File: config.mk
export PLATFORM = sky130hd
export DESIGN_NAME = sprite_loader_flat
export DESIGN_NICKNAME = d
export VERILOG_FILES = /design/src/rtl/sprite_pkg.sv /design/src/rtl/sprite_loader_if.sv /design/src/rtl/sprite_bank_ram.sv /design/src/rtl/sprite_loader.sv /design/src/flat_wrapper.sv
export SDC_FILE = /design/constraint.sdc
export NUM_CORES = 2
export LEC_CHECK = 0
export BUFFER_PORTS_ARGS = -buffer_cell sky130_fd_sc_hd__clkbuf_2
export CAP_MARGIN = 20
export CORE_MARGIN = 4
export CORE_UTILIZATION = 45
export CTS_BUF_LIST = sky130_fd_sc_hd__clkbuf_8 sky130_fd_sc_hd__clkbuf_16
export DETAILED_ROUTE_END_ITERATION = 16
export PLACE_DENSITY = 0.66
export SKIP_LAST_GASP = 1
export SLEW_MARGIN = 20
export SYNTH_ARGS = -nofsm -noshare
export SYNTH_HDL_FRONTEND = slang
export SYNTH_HIERARCHICAL = 1
export SYNTH_SLANG_ARGS = --single-unit
File: constraint.sdc
create_clock -name clk -period 6.8 [get_ports clk]
set_input_delay 0.34 -clock clk [delete_from_list [all_inputs] [get_ports clk]]
set_output_delay 0.34 -clock clk [all_outputs]
set_load 0.02 [all_outputs]
File: src/rtl/sprite_pkg.sv
// Shared types and defaults for the sprite loader slice.
//   pix_t          - 2-bit pixel code, 00 is transparent
//   ld_state_e     - loader FSM states
//   pix_pick()     - extracts one pixel from a packed 4-pixel byte
package sprite_pkg;

  localparam int SPR_W_DEF    = 32;
  localparam int SPR_H_DEF    = 32;
  localparam int PIX_BITS_DEF = 2;

  typedef logic [1:0] pix_t;
  localparam pix_t PIX_TRANSPARENT = 2'b00;

  typedef enum logic [1:0] {
    IDLE    = 2'd0,
    LOAD    = 2'd1,
    PENDING = 2'd2
  } ld_state_e;

  // Leftmost pixel lives in the MSBs: idx 0 -> [7:6], idx 3 -> [1:0].
  function automatic pix_t pix_pick(input logic [7:0] b, input logic [1:0] idx);
    case (idx)
      2'd0:    return b[7:6];
      2'd1:    return b[5:4];
      2'd2:    return b[3:2];
      default: return b[1:0];
    endcase
  endfunction

endpackage

File: src/rtl/sprite_loader_if.sv
// Byte-stream handshake into the sprite loader.
//   in_data  - four packed pixels, leftmost in [7:6]
//   in_valid - in_data valid
//   in_sof   - byte is byte 0 of an image
//   in_ready - loader accepts this cycle
interface sprite_loader_if;
  logic [7:0] in_data;
  logic       in_valid;
  logic       in_sof;
  logic       in_ready;

  modport master (output in_data, output in_valid, output in_sof, input in_ready);
  modport slave  (input in_data, input in_valid, input in_sof, output in_ready);
endinterface

File: src/rtl/sprite_bank_ram.sv
// One sprite bank: simple dual-port RAM, one write port and one
// registered read port. No reset on the array or the read register;
// the consumer masks the output until the bank holds a valid image.
//   clk     - clock
//   we      - write enable
//   waddr   - write address
//   wdata   - write data
//   raddr   - read address
//   rd_data - data at raddr, one cycle later
module sprite_bank_ram #(
  parameter int AW = 8,
  parameter int DW = 8
) (
  input  logic          clk,
  input  logic          we,
  input  logic [AW-1:0] waddr,
  input  logic [DW-1:0] wdata,
  input  logic [AW-1:0] raddr,
  output logic [DW-1:0] rd_data
);

  logic [DW-1:0] mem [2**AW];
  logic [DW-1:0] rd_data_q;

  always_ff @(posedge clk) begin
    if (we) mem[waddr] <= wdata;
    rd_data_q <= mem[raddr];
  end

  assign rd_data = rd_data_q;

endmodule

File: src/rtl/sprite_loader.sv
// Double-buffered sprite image loader. A byte stream fills the back
// bank; a frame_sync pulse after a complete image swaps banks so the
// display only ever sees whole sprites.
//   clk, rst   - clock, synchronous active-high reset
//   s_if       - byte-stream handshake (slave side)
//   frame_sync - vsync pulse, the only swap point
//   horz, vert - sprite-local read coordinates
//   draw_pixel - pixel code at (horz, vert), one cycle later
//   busy       - loader not idle
//   load_done  - pulse on the cycle after a swap
//   err_sync   - pulse when a non-SOF byte is dropped while idle
module sprite_loader
  import sprite_pkg::*;
#(
  parameter int SPR_W    = SPR_W_DEF,
  parameter int SPR_H    = SPR_H_DEF,
  parameter int PIX_BITS = PIX_BITS_DEF
) (
  input  logic                  clk,
  input  logic                  rst,
  sprite_loader_if.slave        s_if,
  input  logic                  frame_sync,
  input  logic [9:0]            horz,
  input  logic [9:0]            vert,
  output pix_t                  draw_pixel,
  output logic                  busy,
  output logic                  load_done,
  output logic                  err_sync
);

  localparam int PPB   = 8 / PIX_BITS;        // pixels per byte
  localparam int WPR   = SPR_W / PPB;         // bytes per row
  localparam int DEPTH = WPR * SPR_H;
  localparam int AW    = $clog2(DEPTH);
  localparam logic [AW-1:0] LAST = AW'(DEPTH - 1);

  // ---- loader state ----
  ld_state_e     state_q, state_d;
  logic [AW-1:0] wr_addr_q, wr_addr_d;
  logic          disp_bank_q, disp_bank_d;
  logic          front_valid_q, front_valid_d;
  logic          in_ready_q, in_ready_d;
  logic          busy_q, busy_d;
  logic          load_done_q, load_done_d;
  logic          err_sync_q, err_sync_d;

  // ---- read pipeline ----
  logic          rd_ok_q, rd_ok_d;
  logic [1:0]    pix_sel_q, pix_sel_d;
  logic          rd_bank_q, rd_bank_d;

  logic          accept;
  logic          wr_en;
  logic [AW-1:0] wr_addr;
  logic [AW-1:0] rd_addr;
  logic [1:0][7:0] bank_rd;

  assign accept = s_if.in_valid && in_ready_q;

  always_comb begin
    state_d       = state_q;
    wr_addr_d     = wr_addr_q;
    disp_bank_d   = disp_bank_q;
    front_valid_d = front_valid_q;
    load_done_d   = 1'b0;
    err_sync_d    = 1'b0;
    wr_en         = 1'b0;
    wr_addr       = wr_addr_q;

    case (state_q)
      IDLE: begin
        if (accept) begin
          if (s_if.in_sof) begin
            wr_en     = 1'b1;
            wr_addr   = '0;
            wr_addr_d = AW'(1);
            state_d   = LOAD;
          end else begin
            err_sync_d = 1'b1;
          end
        end
      end
      LOAD: begin
        if (accept) begin
          wr_en = 1'b1;
          if (s_if.in_sof) begin
            // restart: the new image overwrites from address 0
            wr_addr   = '0;
            wr_addr_d = AW'(1);
          end else if (wr_addr_q == LAST) begin
            wr_addr_d = '0;
            state_d   = PENDING;
          end else begin
            wr_addr_d = wr_addr_q + AW'(1);
          end
        end
      end
      PENDING: begin
        if (frame_sync) begin
          disp_bank_d   = ~disp_bank_q;
          front_valid_d = 1'b1;
          load_done_d   = 1'b1;
          state_d       = IDLE;
        end
      end
      default: state_d = IDLE;
    endcase

    in_ready_d = (state_d != PENDING);
    busy_d     = (state_d != IDLE);
  end

  // Range check on the full-width coordinates; the address is only
  // narrowed afterwards so out-of-range values cannot alias in-range ones.
  always_comb begin
    rd_ok_d   = (horz < 10'(SPR_W)) && (vert < 10'(SPR_H)) && front_valid_q;
    pix_sel_d = horz[1:0];
    rd_bank_d = disp_bank_q;
    rd_addr   = AW'(({10'd0, vert} * 20'(WPR)) + {12'd0, horz[9:2]});
  end

  always_ff @(posedge clk) begin
    if (rst) begin
      state_q       <= IDLE;
      wr_addr_q     <= '0;
      disp_bank_q   <= 1'b0;
      front_valid_q <= 1'b0;
      in_ready_q    <= 1'b1;
      busy_q        <= 1'b0;
      load_done_q   <= 1'b0;
      err_sync_q    <= 1'b0;
      rd_ok_q       <= 1'b0;
      pix_sel_q     <= '0;
      rd_bank_q     <= 1'b0;
    end else begin
      state_q       <= state_d;
      wr_addr_q     <= wr_addr_d;
      disp_bank_q   <= disp_bank_d;
      front_valid_q <= front_valid_d;
      in_ready_q    <= in_ready_d;
      busy_q        <= busy_d;
      load_done_q   <= load_done_d;
      err_sync_q    <= err_sync_d;
      rd_ok_q       <= rd_ok_d;
      pix_sel_q     <= pix_sel_d;
      rd_bank_q     <= rd_bank_d;
    end
  end

  // Both banks read every cycle; writes only hit the back bank.
  for (genvar b = 0; b < 2; b++) begin : g_bank
    sprite_bank_ram #(.AW(AW), .DW(8)) u_ram (
      .clk     (clk),
      .we      (wr_en && (disp_bank_q != 1'(b))),
      .waddr   (wr_addr),
      .wdata   (s_if.in_data),
      .raddr   (rd_addr),
      .rd_data (bank_rd[b])
    );
  end

  // Bank mux sits after the RAM read registers, using the bank captured
  // alongside the address so a swap never mixes banks within one read.
  assign draw_pixel    = rd_ok_q ? pix_pick(bank_rd[rd_bank_q], pix_sel_q) : PIX_TRANSPARENT;
  assign s_if.in_ready = in_ready_q;
  assign busy          = busy_q;
  assign load_done     = load_done_q;
  assign err_sync      = err_sync_q;

endmodule

File: src/flat_wrapper.sv
// flat-port wrapper written by rule: the top's interface ports become plain ports
module sprite_loader_flat import sprite_pkg::*;
#(
  parameter int SPR_W    = SPR_W_DEF,
  parameter int SPR_H    = SPR_H_DEF,
  parameter int PIX_BITS = PIX_BITS_DEF
)
  (clk, rst, frame_sync, horz, vert, draw_pixel, busy, load_done, err_sync, s_if_in_data, s_if_in_valid, s_if_in_sof, s_if_in_ready);
  sprite_loader_if s_if_i ();
  input  logic clk;
  input  logic rst;
  input  logic frame_sync;
  input  logic [9:0] horz;
  input  logic [9:0] vert;
  output pix_t draw_pixel;
  output logic busy;
  output logic load_done;
  output logic err_sync;
  input wire logic [$bits(s_if_i.in_data)-1:0] s_if_in_data;
  input wire logic [$bits(s_if_i.in_valid)-1:0] s_if_in_valid;
  input wire logic [$bits(s_if_i.in_sof)-1:0] s_if_in_sof;
  output wire logic [$bits(s_if_i.in_ready)-1:0] s_if_in_ready;
  assign s_if_i.in_data = s_if_in_data;
  assign s_if_i.in_valid = s_if_in_valid;
  assign s_if_i.in_sof = s_if_in_sof;
  assign s_if_in_ready = s_if_i.in_ready;
  sprite_loader #(.SPR_W(SPR_W), .SPR_H(SPR_H), .PIX_BITS(PIX_BITS)) u_core (.clk(clk), .rst(rst), .s_if(s_if_i), .frame_sync(frame_sync), .horz(horz), .vert(vert), .draw_pixel(draw_pixel), .busy(busy), .load_done(load_done), .err_sync(err_sync));
endmodule
Word-level counts from Yosys, hierarchy flattened --
Memories as Yosys holds them, arrays and structs flattened. A register that Yosys moved wholly into a read port is not among the register bits. Cells that the tools add are included.
Storage, ports and cells: register bits 20, memories kept 2, output and inout bits 6, bits in writable memories 4096, input bits 33, logic and storage cells 75
Memory list:
- u_core.g_bank[0].u_ram.mem | words 256, width 8, read ports 1, clocked after Yosys merged registers in 1, wr ports 1, line sprite_bank_ram.sv:22 | logic [DW-1:0] mem [2**AW];
- u_core.g_bank[1].u_ram.mem | words 256, width 8, read ports 1, clocked after Yosys merged registers in 1, wr ports 1, line sprite_bank_ram.sv:22
Cells by class: muxes and demuxes 30, reductions and logical operators 14, add/subtract/negate cells 2, equality and inequality tests 9, bitwise logic cells 4, order comparisons 3
Operators by type and width (number):
- 2-to-1 mux 8 bit | 10
- < comparator 10 x 6 -> 1 bit (second input constant) | 2
- case mux 8 bit (2 select lines) | 1
- 2-to-1 mux 2 bit | 7
- case mux 2 bit (3 select lines) | 2
- 2-to-1 mux 1 bit | 9
- adder 8 x 1 -> 8 bit (second input constant) | 1
- adder 8 bit | 1
- equality test 8 bit (second input constant) | 1
- logical AND 1 bit | 5
- equality test 2 x 1 -> 1 bit (second input constant) | 2
- equality test 2 bit (second input constant) | 2
- zero test 2 bit | 2
- != test 2 x 1 -> 1 bit (second input constant) | 2
- != test 2 bit (second input constant) | 2
- NOT 1 bit | 4
- AND reduction 4 bit | 1
- nonzero test 2 bit | 2
- OR reduction 2 bit | 2
- OR reduction 3 bit | 1
- < comparator 1 x 2 -> 1 bit (second input constant) | 1
- case mux 1 bit (2 select lines) | 1
- AND reduction 2 bit | 1

Logic depth before layout (Yosys ltp) --
word-level depth 6, depth in mapped cells 15, depth with buffers taken out 13

Cells and area by module --
The synthesis kept the hierarchy.
Modules (own cells, without submodules):
- sprite_bank_ram | cells each 3733, seq. area each 61659.1 sq um, area an instance 79556.3 sq um, instances 2
- sprite_loader | cells each 143, seq. area each 400.4 sq um, area an instance 1226.2 sq um, instances 1

Worst setup path before layout --
No wires, ideal clock.
path type input to register, from input horz[5], to register u_core.g_bank[0].u_ram.rd_data_q[6], read port of u_core.g_bank[0].u_ram.mem, buffers on the path 3, setup slack 3883 ps, data required time 6671 ps, arrival 2788 ps, library setup time 129 ps, stages on the path 15, cells stage by stage ha_1 inv_1 fa_1 inv_1 a21o_1 a21oi_1 xnor2_1 buf_4 nor2b_1 clkbuf_1 nor2b_1 buf_1 a21oi_1 nor4_1 nor4_2
On the way: longest elaborated chain between the ends 1
Ends and longest elaborated chain:
- from (decl) | line flat_wrapper.sv:13 | input logic [9:0] horz;
- adder 8 bit | line sprite_loader.sv:119 | rd_addr = AW'(({10'd0, vert} * 20'(WPR)) + {12'd0, horz[9:2]});
- via u_core.rd_addr[7] | line sprite_loader.sv:55 | logic [AW-1:0] rd_addr;
- to (decl) | line sprite_bank_ram.sv:23 | logic [DW-1:0] rd_data_q;
The timed path passes the listed nets, and every way through them passes these cells. A chain may end at the register's enable or synchronous reset.

Worst setup path after layout --
from register u_core.state_q[1], to memory u_core.g_bank[1].u_ram.mem[77][2], enable pin
On the way: elaborated cells between the ends (all ways) 8, classes of those cells eq/ne (1); mux (4); reduce/logical (3)
RTL lines:
- from (decl) | line sprite_loader.sv:38 | ld_state_e state_q, state_d;
- from (signal assigned) | line sprite_loader.sv:136 | state_q <= state_d;
- equality test 2 x 1 -> 1 bit / zero test 2 bit (equally long branches) | line sprite_loader.sv:70 | case (state_q)
- OR reduction 2 bit (no source line) (*)
- 2-to-1 mux 8 bit (*)
- via u_core.wr_addr[0] | line sprite_loader.sv:54 | logic [AW-1:0] wr_addr;
- to (decl) | line sprite_bank_ram.sv:22
Mark *: on every way through the listed nets, which the timed path passes. The rest lies on a longest branch.

==> impl_metrics.yaml <==
route:
  drt-total-wl_um: 402000
  first_pass_iters: 7
  via_per_inst: 6.23
  post_drt_wl_per_cell_um: 31.3
  num_vias: 79911
  drt_iter0_markers: 11139
  ant_nets: 0
  drc_errors: 0
grt:
  grt_max_degree: 209
  grt_antenna_before_repair: 23
  grt_pass1_vias: 78897
  overflow: 0
  grt_usage_pct: 21.7
  grt_pass1_wl_um: 581000
synth:
  synthCells: 7609
  yosysTopAreaCellShare_pct: 76.7
  synth.avg_cell_area_sq_um: 21.1
  async_flop_share_pct: 0
  ys.flop_type: "edfxtp_1"
  synth_cell_type_count: 69
  synth_nets: 7648
  synth_edf_count: 4096
  synth_top_cells_by_area: "edfxtp_1 (77%), mux4_2 (13%), mux2i_1 (1.7%)"
  synth_warnings: 6
  synth.yosys.seq_area_share_pct: 77.2
  ys_seq_elements: 4132
  synth_area_leader_cell: "edfxtp_1"
  netlist_area_sq_mm: 0.160
layout:
  final_cell_mix: "edfxtp_1 (4096), mux4_2 (908), nor2_1 (567)"
  final_common_cell: "edfxtp_1"
  multi_input_area_sq_mm: 0.0338
  area_delta_synth_final_pct: 11.3
  seqCellArea_sq_mm: 0.124
  layout.nets: 7794
  nFillCells: 27449
  drive_gt1_share_pct: 21.5
  finish.instance_area_sq_mm: 0.179
min_path:
  worstHoldStart: "rst"
  hold_path.class: "input pin to flop"
setup_path:
  cp_data_required_time_ps: 7360
  critPathLaunch: "u_core/state_q[1]"
  path_max_fanout: 20
  path_cells: "and3b_1 -> nand2_1 -> and2_1 -> nor2b_1 -> nand4_1 -> buf_4 -> nor2_1"
  cpMaxStageDelayCell: "nand4_1"
  crit_path_start_kind: "flop"
  r2r-start: "u_core/state_q[1]"
  path_class: "flop to flop"
  cpPeakStageDelay_ps: 960
  r2r_slack_ps: 1910
  cp-end-kind: "flop"
  cp.arrival_ps: 5450
die:
  io_pins: 39
  dieArea_sq_mm: 0.366
  rows: 218
  dieWidth_um: 605
  core_sq_mm: 0.354
  initial_core_util_pct: 45.3
  die_h_um: 605
clocking:
  cts-resized-gates: 0
  cts_max_path_buffers: 4
  cts_tree: "built"
  clk_pin_slew_ps: 60
  cts-root-buf: "clkbuf_16"
  cts_made_buffers: 397
  cts.sinks: 4132
  clock_latency_ps: 970
  cts_max_level: 5
status:
  outcome: "completed"
pwr:
  ir_worst_vdd_uv: 223
  power_density_mw_per_mm2: 297
  finalPower_w: 0.0530
  p_leak_nw: 54.8
timing:
  slew_headroom_pct: 11.8
  rsz0062_at_grt: "no"
  hold_viol_final: 0
  slew_viol_final: 0
  finalSetupTns_ps: 0
  fmax_mhz: 205
  fin_skew_ps: 54.3
  tightest_slew_ps: 1310
  min_period_ps: 4890
  min_period_over_period_pct: 71.9
  setup_violations: 0
flow_run:
  max_cap_violations: 0
place:
  hpwl_um: 246000
  routabilityCongestion: 0.967
  port-buffer-count: 38
  placedInstanceArea_sq_mm: 0.165
## flip-flops by register name, summed over array words and instances (netlist names)
register	count
u_core/pix_sel_q	2
u_core/state_q	2
u_core/rd_bank_q	1
u_core/front_valid_q	1
u_core/g_bank.u_ram/rd_data	16
u_core/load_done	1
u_core/rd_ok_q	1
u_core/g_bank.u_ram/mem	4096
u_core/err_sync	1
u_core/disp_bank_q	1
u_core/wr_addr_q	8
u_core/busy	1
u_core/s_if.in_ready	1
## cells in the mapped netlist, drive strengths merged, types with 45 or more instances
cell,n
o22ai,58
o221ai,96
a22oi,266
nand2,73
mux2i,270
a21oi,201
nor4,60
mux4,912
nor3,45
edfxtp,4096
buf,246
nor2b,65
nor2,573
nand3,75
clkbuf,224
## final cells by class
| class | instances | share of cell area (%) |
|---|---|---|
| Multi-Input combinational cell | 2995 | 18.9 |
| Tap cell | 4730 | 3.32 |
| Antenna cell | 11 | 0.0154 |
| Sequential cell | 4132 | 69.3 |
| Clock inverter | 319 | 1.50 |
| Inverter | 12 | 0.0266 |
| Timing Repair Buffer | 217 | 1.19 |
| Clock buffer | 409 | 5.71 |
## worst paths after layout
| check | end | cells after the start |
|---|---|---|
| worst max-delay path | u_core/g_bank[1].u_ram/mem[77][2] | 7 |
| worst min-delay path | u_core/front_valid_q | 2 |
| worst max register to register | u_core/g_bank[1].u_ram/mem[77][2] | 7 |
| worst min register to register | u_core/front_valid_q | 2 |
## per-stage QoR
stage	hold slack [ps]	setup WS (ps)	util, %	instances
6_report	30.6	1910	50.5	12825
2_1_floorplan	412	3880	-	7609
5_1_grt	33.4	1770	50.5	12818
4_1_cts	0.816	1980	50.4	12810
3_3_place_gp	447	1950	46.7	12067
3_5_place_dp	454	1960	46.8	12067
## kinds of logic after synthesis
group / after synthesis / synth area share, %
flip-flops: 4132 / 77.2
multiplexers: 1188 / 14.5
AND/OR/NAND/NOR: 994 / 2.83
AO/OA/AOI/OAI: 800 / 3.51
buffers and inverters: 482 / 1.85
XOR/XNOR: 7 / 0.0382
adder cells (fa/ha/maj): 6 / 0.0515
## per-layer routing
metal | global-route usage [%] | part of all wire, % | vias up | wire length (um)
met5 | 0 | 0.0070 | - | 28
met3 | 4.31 | 10 | 770 | 40900
li1 | - | - | 32225 | -
met1 | 30.9 | 39 | 42307 | 155000
met4 | 7.44 | 4.0 | 4 | 15900
met2 | 33.7 | 47 | 4605 | 190000
## critical path, delay by kind of cell, from the launching register on
family,cells,cell delay (ps)
and+or+nand+nor,6,3480
buffers and inverters,1,570
DFF,1,420
## timing repair
item                                   in CTS  in global routing
hold buffers                               15                  2
setup buffers                               0                  0
endpoints found under the hold margin     410                 11
## power breakdown
part / internal [W] / leakage, nW / switching [W]
Clock: 0.0124 / 6.63 / 0.00929
Combinational: 0.00104 / 11.1 / 0.00219
Sequential: 0.0280 / 37.1 / 0.0000491
Total: 0.0415 / 54.8 / 0.0115
(Power assumes the default switching activity.)
